`config.mk`:
```
export PLATFORM = sky130hd
export DESIGN_NAME = alu_byte_sequencer
export DESIGN_NICKNAME = d
export VERILOG_FILES = /design/src/rtl/alu_byte_sequencer.sv
export SDC_FILE = /design/constraint.sdc
export NUM_CORES = 1
export LEC_CHECK = 0
export ABC_AREA = 1
export CORE_MARGIN = 3
export CORE_UTILIZATION = 45
export CTS_BUF_LIST = sky130_fd_sc_hd__clkbuf_8
export CTS_CLUSTER_DIAMETER = 200
export DETAILED_ROUTE_END_ITERATION = 8
export HOLD_SLACK_MARGIN = 0.12
export PLACE_DENSITY = 0.76
export SYNTH_ARGS = -nofsm -noshare
export SYNTH_HDL_FRONTEND = slang
export SYNTH_SLANG_ARGS = --single-unit
```
`constraint.sdc`:
```
create_clock -name clk -period 4.43 [get_ports clk]
set_clock_uncertainty 0.2 [all_clocks]
set_input_delay 0.886 -clock clk [delete_from_list [all_inputs] [get_ports clk]]
set_output_delay 0.886 -clock clk [all_outputs]
set_load 0.01 [all_outputs]
```
`src/rtl/alu_byte_sequencer.sv`:
```
// alu_byte_sequencer: runs one DATA_W-bit AND/OR/ADD/SUB through an 8-bit ALU, one byte per cycle.
// Optional feature: define ALU_SEQ_OVF_EN to add the signed-overflow output out_ovf.
package alu_seq_pkg;
    typedef enum logic [1:0] {
        ALU_AND = 2'd0,
        ALU_OR  = 2'd1,
        ALU_ADD = 2'd2,
        ALU_SUB = 2'd3
    } ALU_Operation;

    typedef struct packed {
        logic [7:0]   operand1;
        logic [7:0]   operand2;
        logic         operand3;
        ALU_Operation operation;
    } ALU_IO;
endpackage

// state | meaning
// IDLE  | ready for a request, alu_in parked at zero/AND
// ISSUE | one byte per cycle to the ALU, carry chained through r_carry
// DONE  | result and flags held on out_* until out_ready
module alu_byte_sequencer
    import alu_seq_pkg::*;
#(
    parameter int DATA_W = 32,
    parameter int BYTES  = DATA_W / 8
) (
    input  logic              clk,
    input  logic              rst_n,
    input  logic              in_valid,
    output logic              in_ready,
    input  logic [DATA_W-1:0] in_a,
    input  logic [DATA_W-1:0] in_b,
    input  ALU_Operation      in_op,
    output ALU_IO             alu_in,
    input  logic [7:0]        alu_result,
    input  logic              alu_cout,
    output logic              out_valid,
    input  logic              out_ready,
    output logic [DATA_W-1:0] out_result,
    output logic              out_carry,
`ifdef ALU_SEQ_OVF_EN
    output logic              out_ovf,
`endif
    output logic              out_zero
);
    localparam int IDX_W = (BYTES > 1) ? $clog2(BYTES) : 1;

    typedef enum logic [1:0] {IDLE, ISSUE, DONE} state_t;

    state_t            r_state;
    logic [DATA_W-1:0] r_a;
    logic [DATA_W-1:0] r_b;
    logic [DATA_W-1:0] r_res;
    ALU_Operation      r_op;
    logic [IDX_W-1:0]  r_idx;
    logic              r_carry;
    logic              r_in_ready;
    logic              r_out_valid;
    logic              r_out_carry;
    logic              r_out_zero;

    logic              w_last;
    logic              w_arith;
    logic [DATA_W-1:0] w_res_next;

`ifdef ALU_SEQ_OVF_EN
    logic              r_a_msb;
    logic              r_bp_msb;
    logic              r_out_ovf;
    assign out_ovf = r_out_ovf;
`endif

    assign w_last  = (r_idx == IDX_W'(BYTES - 1));
    assign w_arith = (r_op == ALU_ADD) || (r_op == ALU_SUB);

    always_comb begin
        w_res_next = r_res;
        w_res_next[r_idx*8 +: 8] = alu_result;
    end

    always_comb begin
        alu_in = '0;
        alu_in.operation = ALU_AND;
        if (r_state == ISSUE) begin
            alu_in.operand1  = r_a[r_idx*8 +: 8];
            alu_in.operand2  = r_b[r_idx*8 +: 8];
            alu_in.operand3  = r_carry;
            alu_in.operation = r_op;
        end
    end

    always_ff @(posedge clk) begin
        if (!rst_n) begin
            r_state     <= IDLE;
            r_a         <= '0;
            r_b         <= '0;
            r_res       <= '0;
            r_op        <= ALU_AND;
            r_idx       <= '0;
            r_carry     <= 1'b0;
            r_in_ready  <= 1'b1;
            r_out_valid <= 1'b0;
            r_out_carry <= 1'b0;
            r_out_zero  <= 1'b0;
`ifdef ALU_SEQ_OVF_EN
            r_a_msb     <= 1'b0;
            r_bp_msb    <= 1'b0;
            r_out_ovf   <= 1'b0;
`endif
        end else begin
            case (r_state)
                IDLE: begin
                    if (in_valid) begin
                        r_a        <= in_a;
                        r_b        <= in_b;
                        r_op       <= in_op;
                        r_idx      <= '0;
                        r_res      <= '0;
                        // SUB runs as A + ~B + 1, so the chain starts with carry set
                        r_carry    <= (in_op == ALU_SUB);
                        r_in_ready <= 1'b0;
                        r_state    <= ISSUE;
`ifdef ALU_SEQ_OVF_EN
                        r_a_msb    <= in_a[DATA_W-1];
                        r_bp_msb   <= (in_op == ALU_SUB) ? ~in_b[DATA_W-1] : in_b[DATA_W-1];
`endif
                    end
                end
                ISSUE: begin
                    r_res   <= w_res_next;
                    r_carry <= w_arith & alu_cout;
                    if (w_last) begin
                        r_state     <= DONE;
                        r_out_valid <= 1'b1;
                        r_out_carry <= w_arith & alu_cout;
                        r_out_zero  <= (w_res_next == '0);
`ifdef ALU_SEQ_OVF_EN
                        r_out_ovf   <= w_arith && (r_a_msb == r_bp_msb) &&
                                       (alu_result[7] != r_a_msb);
`endif
                    end else begin
                        r_idx <= r_idx + 1'b1;
                    end
                end
                DONE: begin
                    if (out_ready) begin
                        r_state     <= IDLE;
                        r_out_valid <= 1'b0;
                        r_in_ready  <= 1'b1;
                        r_out_carry <= 1'b0;
                        r_out_zero  <= 1'b0;
`ifdef ALU_SEQ_OVF_EN
                        r_out_ovf   <= 1'b0;
`endif
                    end
                end
                default: r_state <= IDLE;
            endcase
        end
    end

    assign in_ready   = r_in_ready;
    assign out_valid  = r_out_valid;
    assign out_result = r_res;
    assign out_carry  = r_out_carry;
    assign out_zero   = r_out_zero;

endmodule

```
==> results of run 1 <==
area by class of cell:
cell class | instances | area [µm²]
clock buffers | 12 | 165
repair buffers | 139 | 1370
flip-flops and latches | 107 | 2140
clock inverters | 4 | 47.5
fillers | 1050 | 4320
well taps | 140 | 175
multi-input cells | 574 | 2560
inverters | 39 | 146
cell families (layout without fill, tap and decap cells):
family,count (synthesis),after routing,share of synthesized area (%)
compound gates,171,171,17.3
fa+ha+maj,6,6,1.48
buf+inv,86,194,7.09
flops,107,107,42.3
simple gates,397,397,31.8
through the flow:
| step | area [µm²] | setup WS, ps | hold WS [ps] | util, % |
|---|---|---|---|---|
| CTS | 6610 | 833 | 285 | 60.5 |
| floorplan | 5060 | 1960 | 230 | - |
| global route | 6610 | 640 | 304 | 60.5 |
| finish | 6610 | 824 | 282 | 60.5 |
| detailed placement | 6400 | 1250 | 266 | 58.5 |
| global placement | 6400 | 1250 | 257 | 58.5 |
worst min path at each step:
stage,endpoint,slack (ps)
6_report,out_carry$_SDFFE_PN0P_,280
5_1_grt,r_a[12]$_SDFFE_PN0P_,300
4_1_cts,out_zero$_SDFFE_PN0P_,290
3_5_place_dp,r_b[14]$_SDFFE_PN0P_,270
3_3_place_gp,r_a[8]$_SDFFE_PN0P_,260
2_1_floorplan,r_op[0]$_SDFFE_PN0P_,230
state kept, by name (all words and copies together), names as in the netlist:
register    cells
out_result     32
r_a            32
r_b            32
r_idx           2
r_op            2
r_state         2
in_ready        1
out_carry       1
out_valid       1
out_zero        1
r_carry         1
report_power, final:
| group | leakage (µW) | internal [µW] | switching (µW) |
|---|---|---|---|
| logic | 0.00158 | 185 | 274 |
| clock network | 0.000114 | 307 | 337 |
| registers | 0.000879 | 1020 | 30.3 |
| total | 0.00257 | 1510 | 641 |
layer usage:
layer,up-vias,global-route usage (%)
li1,2666,-
met1,2381,28.8
met2,191,36.2
met3,18,5.77
met4,2,5.85
met5,-,0
worst reg2reg max path, cell delays in order (launching register included):
cell and delay, ps:
dfxtp_1 350, clkinv_1 570, ha_1 690, inv_2 90, nand3_4 130, nor2_1 80
nor2_1 150, nand3_1 100, nor2_1 110, nand2_1 80, nor2_1 130, nand2_1 110
a21oi_2 110
cell usage after synthesis:
cell / number / share of area, %
inv_2: 6 / 0.44
buf_6: 2 / 0.44
nand2_2: 1 / 0.12
a211oi_1: 1 / 0.15
buf_2: 16 / 1.6
nand3_2: 2 / 0.40
nor2_4: 1 / 0.22
a21oi_2: 1 / 0.17
nand3_1: 26 / 2.6
nor2_1: 245 / 18
clkbuf_2: 1 / 0.099
o22ai_1: 6 / 0.74
a2bb2oi_1: 2 / 0.35
dfxtp_1: 107 / 42
nand3b_1: 3 / 0.44
nor2_2: 4 / 0.49
and2_0: 1 / 0.12
o21ai_1: 1 / 0.099
inv_1: 31 / 2.3
a21oi_1: 54 / 5.3
nand4_1: 6 / 0.74
nand3_4: 2 / 0.69
clkbuf_1: 28 / 2.1
nand2_1: 106 / 7.9
clkinv_1: 2 / 0.15
o21ai_0: 106 / 10
ha_1: 6 / 1.5
==> flow_metrics.py, run 1 <==
metrics = {
    "floorplanning": {
        "die_w_um": 112,
        "dieArea_um2": 12600,
        "die_h_um": 112,
        "io_pins": 134,
        "fp.coreArea_um2": 10900,
        "start_util_pct": 46.3,
        "rows": 38,
    },
    "setup_path": {
        "cp_max_fo": 36,
        "cp.required_ps": 3340,
        "crit_end": "alu_in[16]",
        "r2r_setup_slack_ps": 1450,
        "critPathCaptureType": "output port",
        "path_cells": "inv_2 > nor2_4 > buf_4 > inv_1 > a21oi_1 > clkdlybuf4s50_1",
        "reg2reg_to": "out_zero$_SDFFE_PN0P_",
        "cp.depth": 6,
        "path_delay_family": "buffers and inverters",
        "slowest_delay_ps": 570,
        "worstPathArrival_ps": 2520,
        "path_class": "reg -> out",
        "rr_startpoint": "r_idx[1]$_SDFFE_PN0P_",
        "worst-path-buf-inv": 4,
        "crit_path_top_delay_cell": "clkdlybuf4s50_1",
        "startpoint": "r_state[0]$_SDFFE_PN0P_",
        "start_kind": "register",
        "r2r_cells": 12,
    },
    "sta": {
        "fmax_mhz": 277,
        "max_slew_margin_pct": 16.2,
        "fin_crit_ps": 3610,
        "finalHoldViolations": 0,
        "period_share_pct": 81.4,
        "finalSetupViolations": 0,
        "rsz0062_at_grt": "false",
        "worst_pin_slew_ps": 1260,
        "tns_ps": 0,
        "slew_violations": 0,
    },
    "drt": {
        "drt-wirelength-per-cell_um": 13.8,
        "drt_iter0_markers": 417,
        "met3_length_um": 1040,
        "via_per_inst": 5.18,
        "firstDrtPassIters": 5,
        "drc": 0,
        "vias": 5258,
        "m1WireLength_um": 6130,
        "antenna_left": 0,
        "routed.top_layer": "met5",
        "postRouteWirelength_um": 14000,
        "wl_met2_um": 6680,
    },
    "worst_hold_path": {
        "hp-class": "reg -> reg",
        "hold_path_depth": 2,
        "min-delay-start": "out_carry$_SDFFE_PN0P_",
    },
    "finish": {
        "layout_commonest_cell": "nor2_1",
        "final_cell_count_no_fill": 1015,
        "fin_nets": 955,
        "drive_gt1_share_pct": 4.57,
        "final_cell_mix": "nor2_1 (245), clkdlybuf4s50_1 (132), o21ai_0 (106), nand2_1 (106), dfxtp_1 (106)",
        "antennaDiodeCount": 0,
        "syn2layout_area_growth_pct": 30.6,
    },
    "run": {
        "maxCapViolCount": 0,
    },
    "placed_design": {
        "port_buffers": 133,
        "gp_congestion": 0.874,
        "hpwl_um": 9560,
        "dp_cells": 999,
    },
    "global_route": {
        "gr-total-overflow": 0,
        "track_usage_pct": 22.0,
        "antenna_found_initial": 1,
        "grt_max_degree": 70,
        "grt_pass1_vias": 4882,
        "grt_first_pass_wirelength_um": 23000,
    },
    "cts": {
        "cts_setup_buffers": 0,
        "clockBufferDepth": 2,
        "root_buffer": "clkbuf_8",
        "cts_resized": 0,
        "cts_tree": "built",
        "cts.hold.buffers_added": 0,
        "cts_made_buffers": 9,
        "clock_latency_ps": 380,
        "htreeDepth": 3,
        "clk_pin_slew_ps": 90,
        "cts_sinks": 107,
    },
    "pwr": {
        "leakagePower_uw": 0.00257,
        "p_per_area_nw_per_um2": 326,
        "total_power_uw": 2150,
        "max-vdd-ir-drop_mv": 0.184,
    },
    "yosys": {
        "yosysWarningCount": 0,
        "synth_cells": 767,
        "seq_area_frac_synth_pct": 42.3,
        "ys_ff_latch": 107,
        "yosys.cell_types.count": 27,
        "syn-num-nets": 852,
        "synth_area_um2": 5060,
        "synth_area_per_cell_um2": 6.60,
    },
    "status": {
        "outcome": "complete, no violations",
    },
}
No activity file was read; power rests on OpenSTA's default activity.
==> inputs of run 2 (changes only) <==
==> constraint.sdc (replaced) <==
create_clock -name clk -period 3.6 [get_ports clk]
set_clock_uncertainty 0.2 [all_clocks]
set_input_delay 0.72 -clock clk [delete_from_list [all_inputs] [get_ports clk]]
set_output_delay 0.72 -clock clk [all_outputs]
set_load 0.01 [all_outputs]
==> run 2 against run 1 <==
Register-to-register slack worse by 750 ps. Via count up 0.78%. Non-clock buffer count grew 3. Setup slack worse by 590 ps. Clock-buffer cell count down 2. Worst hold slack got worse by 23 ps. Sequential power grew 25%. Design area fell by 0.19%. Cell count up 0.30%. First-iteration DRC count up 1.2%. Sequential cell count did not move. Die area unchanged. Largest cell class unchanged. Largest power group unchanged. Highest routed layer unchanged.
==> flow_metrics.py, run 2 (synthesis gave the netlist of run 1 again) <==
metrics = {
    "status": {
        "outcome": "complete, no violations",
    },
    "global_route": {
        "grt_first_pass_wirelength_um": 22800,
        "gr-total-overflow": 0,
        "track_usage_pct": 21.7,
        "antenna_found_initial": 1,
        "grt_pass1_vias": 4960,
        "grt_max_degree": 70,
    },
    "cts": {
        "cts_sinks": 107,
        "cts_tree": "built",
        "cts.hold.buffers_added": 0,
        "htreeDepth": 3,
        "cts_resized": 0,
        "cts_made_buffers": 9,
        "root_buffer": "clkbuf_8",
        "cts_setup_buffers": 0,
        "clockBufferDepth": 2,
        "clk_pin_slew_ps": 100,
        "clock_latency_ps": 360,
    },
    "finish": {
        "fillers": 1059,
        "layout_commonest_cell": "nor2_1",
        "syn2layout_area_growth_pct": 30.3,
        "drive_gt1_share_pct": 4.90,
        "fin_nets": 958,
        "design_area_um2": 6600,
        "final_cell_mix": "nor2_1 (245), clkdlybuf4s50_1 (132), o21ai_0 (106), nand2_1 (106), dfxtp_1 (106)",
        "antennaDiodeCount": 0,
    },
    "placed_design": {
        "place_area_um2": 6420,
        "gp_congestion": 0.900,
        "port_buffers": 133,
        "hpwl_um": 9960,
        "post-place-ws_ps": 626,
    },
    "drt": {
        "wl_met2_um": 6820,
        "drt-wirelength-per-cell_um": 13.9,
        "met3_length_um": 1070,
        "vias": 5299,
        "drt_iter0_markers": 422,
        "m1WireLength_um": 6020,
        "drc": 0,
        "routed.top_layer": "met5",
        "antenna_left": 0,
        "postRouteWirelength_um": 14100,
        "via_per_inst": 5.21,
        "firstDrtPassIters": 5,
    },
    "worst_hold_path": {
        "min-delay-start": "r_op[0]$_SDFFE_PN0P_",
        "hp-class": "reg -> reg",
    },
    "setup_path": {
        "start_kind": "register",
        "path_cells": "inv_1 > buf_4 > o21ai_0 > a21oi_1 > clkdlybuf4s50_1",
        "critPathCaptureType": "output port",
        "worstPathArrival_ps": 2450,
        "crit_path_top_delay_cell": "dfxtp_2",
        "cp.required_ps": 2680,
        "path_class": "reg -> out",
        "slowest_delay_ps": 750,
        "cp_max_fo": 34,
        "startpoint": "r_idx[0]$_SDFFE_PN0P_",
        "rr_startpoint": "r_idx[1]$_SDFFE_PN0P_",
    },
    "floorplanning": {
        "dieArea_um2": 12600,
        "fp.coreArea_um2": 10900,
        "die_w_um": 112,
        "die_h_um": 112,
        "start_util_pct": 46.3,
        "io_pins": 134,
        "rows": 38,
    },
    "pwr": {
        "leakagePower_uw": 0.00257,
        "total_power_uw": 2550,
        "p_per_area_nw_per_um2": 386,
        "max-vdd-ir-drop_mv": 0.236,
    },
    "sta": {
        "finalHoldViolations": 0,
        "worst_pin_slew_ps": 1180,
        "rsz0062_at_grt": "false",
        "setup_ws_ps": 230,
        "fmax_mhz": 297,
        "tns_ps": 0,
        "finalSetupViolations": 0,
        "fin_crit_ps": 3370,
        "max_slew_margin_pct": 21.1,
        "slew_violations": 0,
        "period_share_pct": 93.6,
    },
    "run": {
        "maxCapViolCount": 0,
    },
}
-- run 2: cell count changes in the layout (fill, tap and decap cells not counted), sizes merged --
cell    previous run  this run
bufinv             1         0
inv               39        40
buf                7        10
clkbuf            12        10
clkinv             3         5
-- run 2: critical path: cells and delay by family (launching register included) --
kind                   cells  cell delay [ps]
AOI/OAI and AO/OA          2              310
buffers and inverters      3             1030
DFF                        1              750
-- run 2: through the flow --
stage               hold WS [ps]  utilization, %  std cells
floorplan                    230               -        767
global placement             245            58.7       1002
detailed placement           249            58.7       1002
CTS                          264            60.4       1018
global route                 302            60.4       1018
finish                       259            60.4       1018
-- run 2: cell type report --
type	count	area (µm²)	share of cell area (%)
clock buffers	10	138	2.09
well taps	140	175	2.65
multi-input cells	574	2560	38.8
inverters	39	146	2.22
flip-flops and latches	107	2140	32.5
repair buffers	142	1390	21.1
clock inverters	6	40.0	0.607
-- run 2: where the power goes --
part / switching, µW / leakage, µW / internal [µW]
registers: 50.0 / 0.000879 / 1260
logic: 327 / 0.00159 / 232
clock network: 409 / 0.0000982 / 273
-- run 2: path summary, 6_finish.rpt --
| kind | to | slack (ps) | cells after the start |
|---|---|---|---|
| worst max register to register | out_zero$_SDFFE_PN0P_ | 700 | 12 |
| worst min register to register | r_op[0]$_SDFFE_PN0P_ | 260 | 2 |
| worst max-delay path | alu_in[7] | 230 | 5 |
| worst min-delay path | r_op[0]$_SDFFE_PN0P_ | 260 | 2 |
-- run 2: routing by layer --
layer | GRT usage [%] | up-vias
li1 | - | 2673
met1 | 27.3 | 2386
met2 | 37.1 | 216
met3 | 5.34 | 22
met4 | 6.17 | 2
met5 | 0 | -
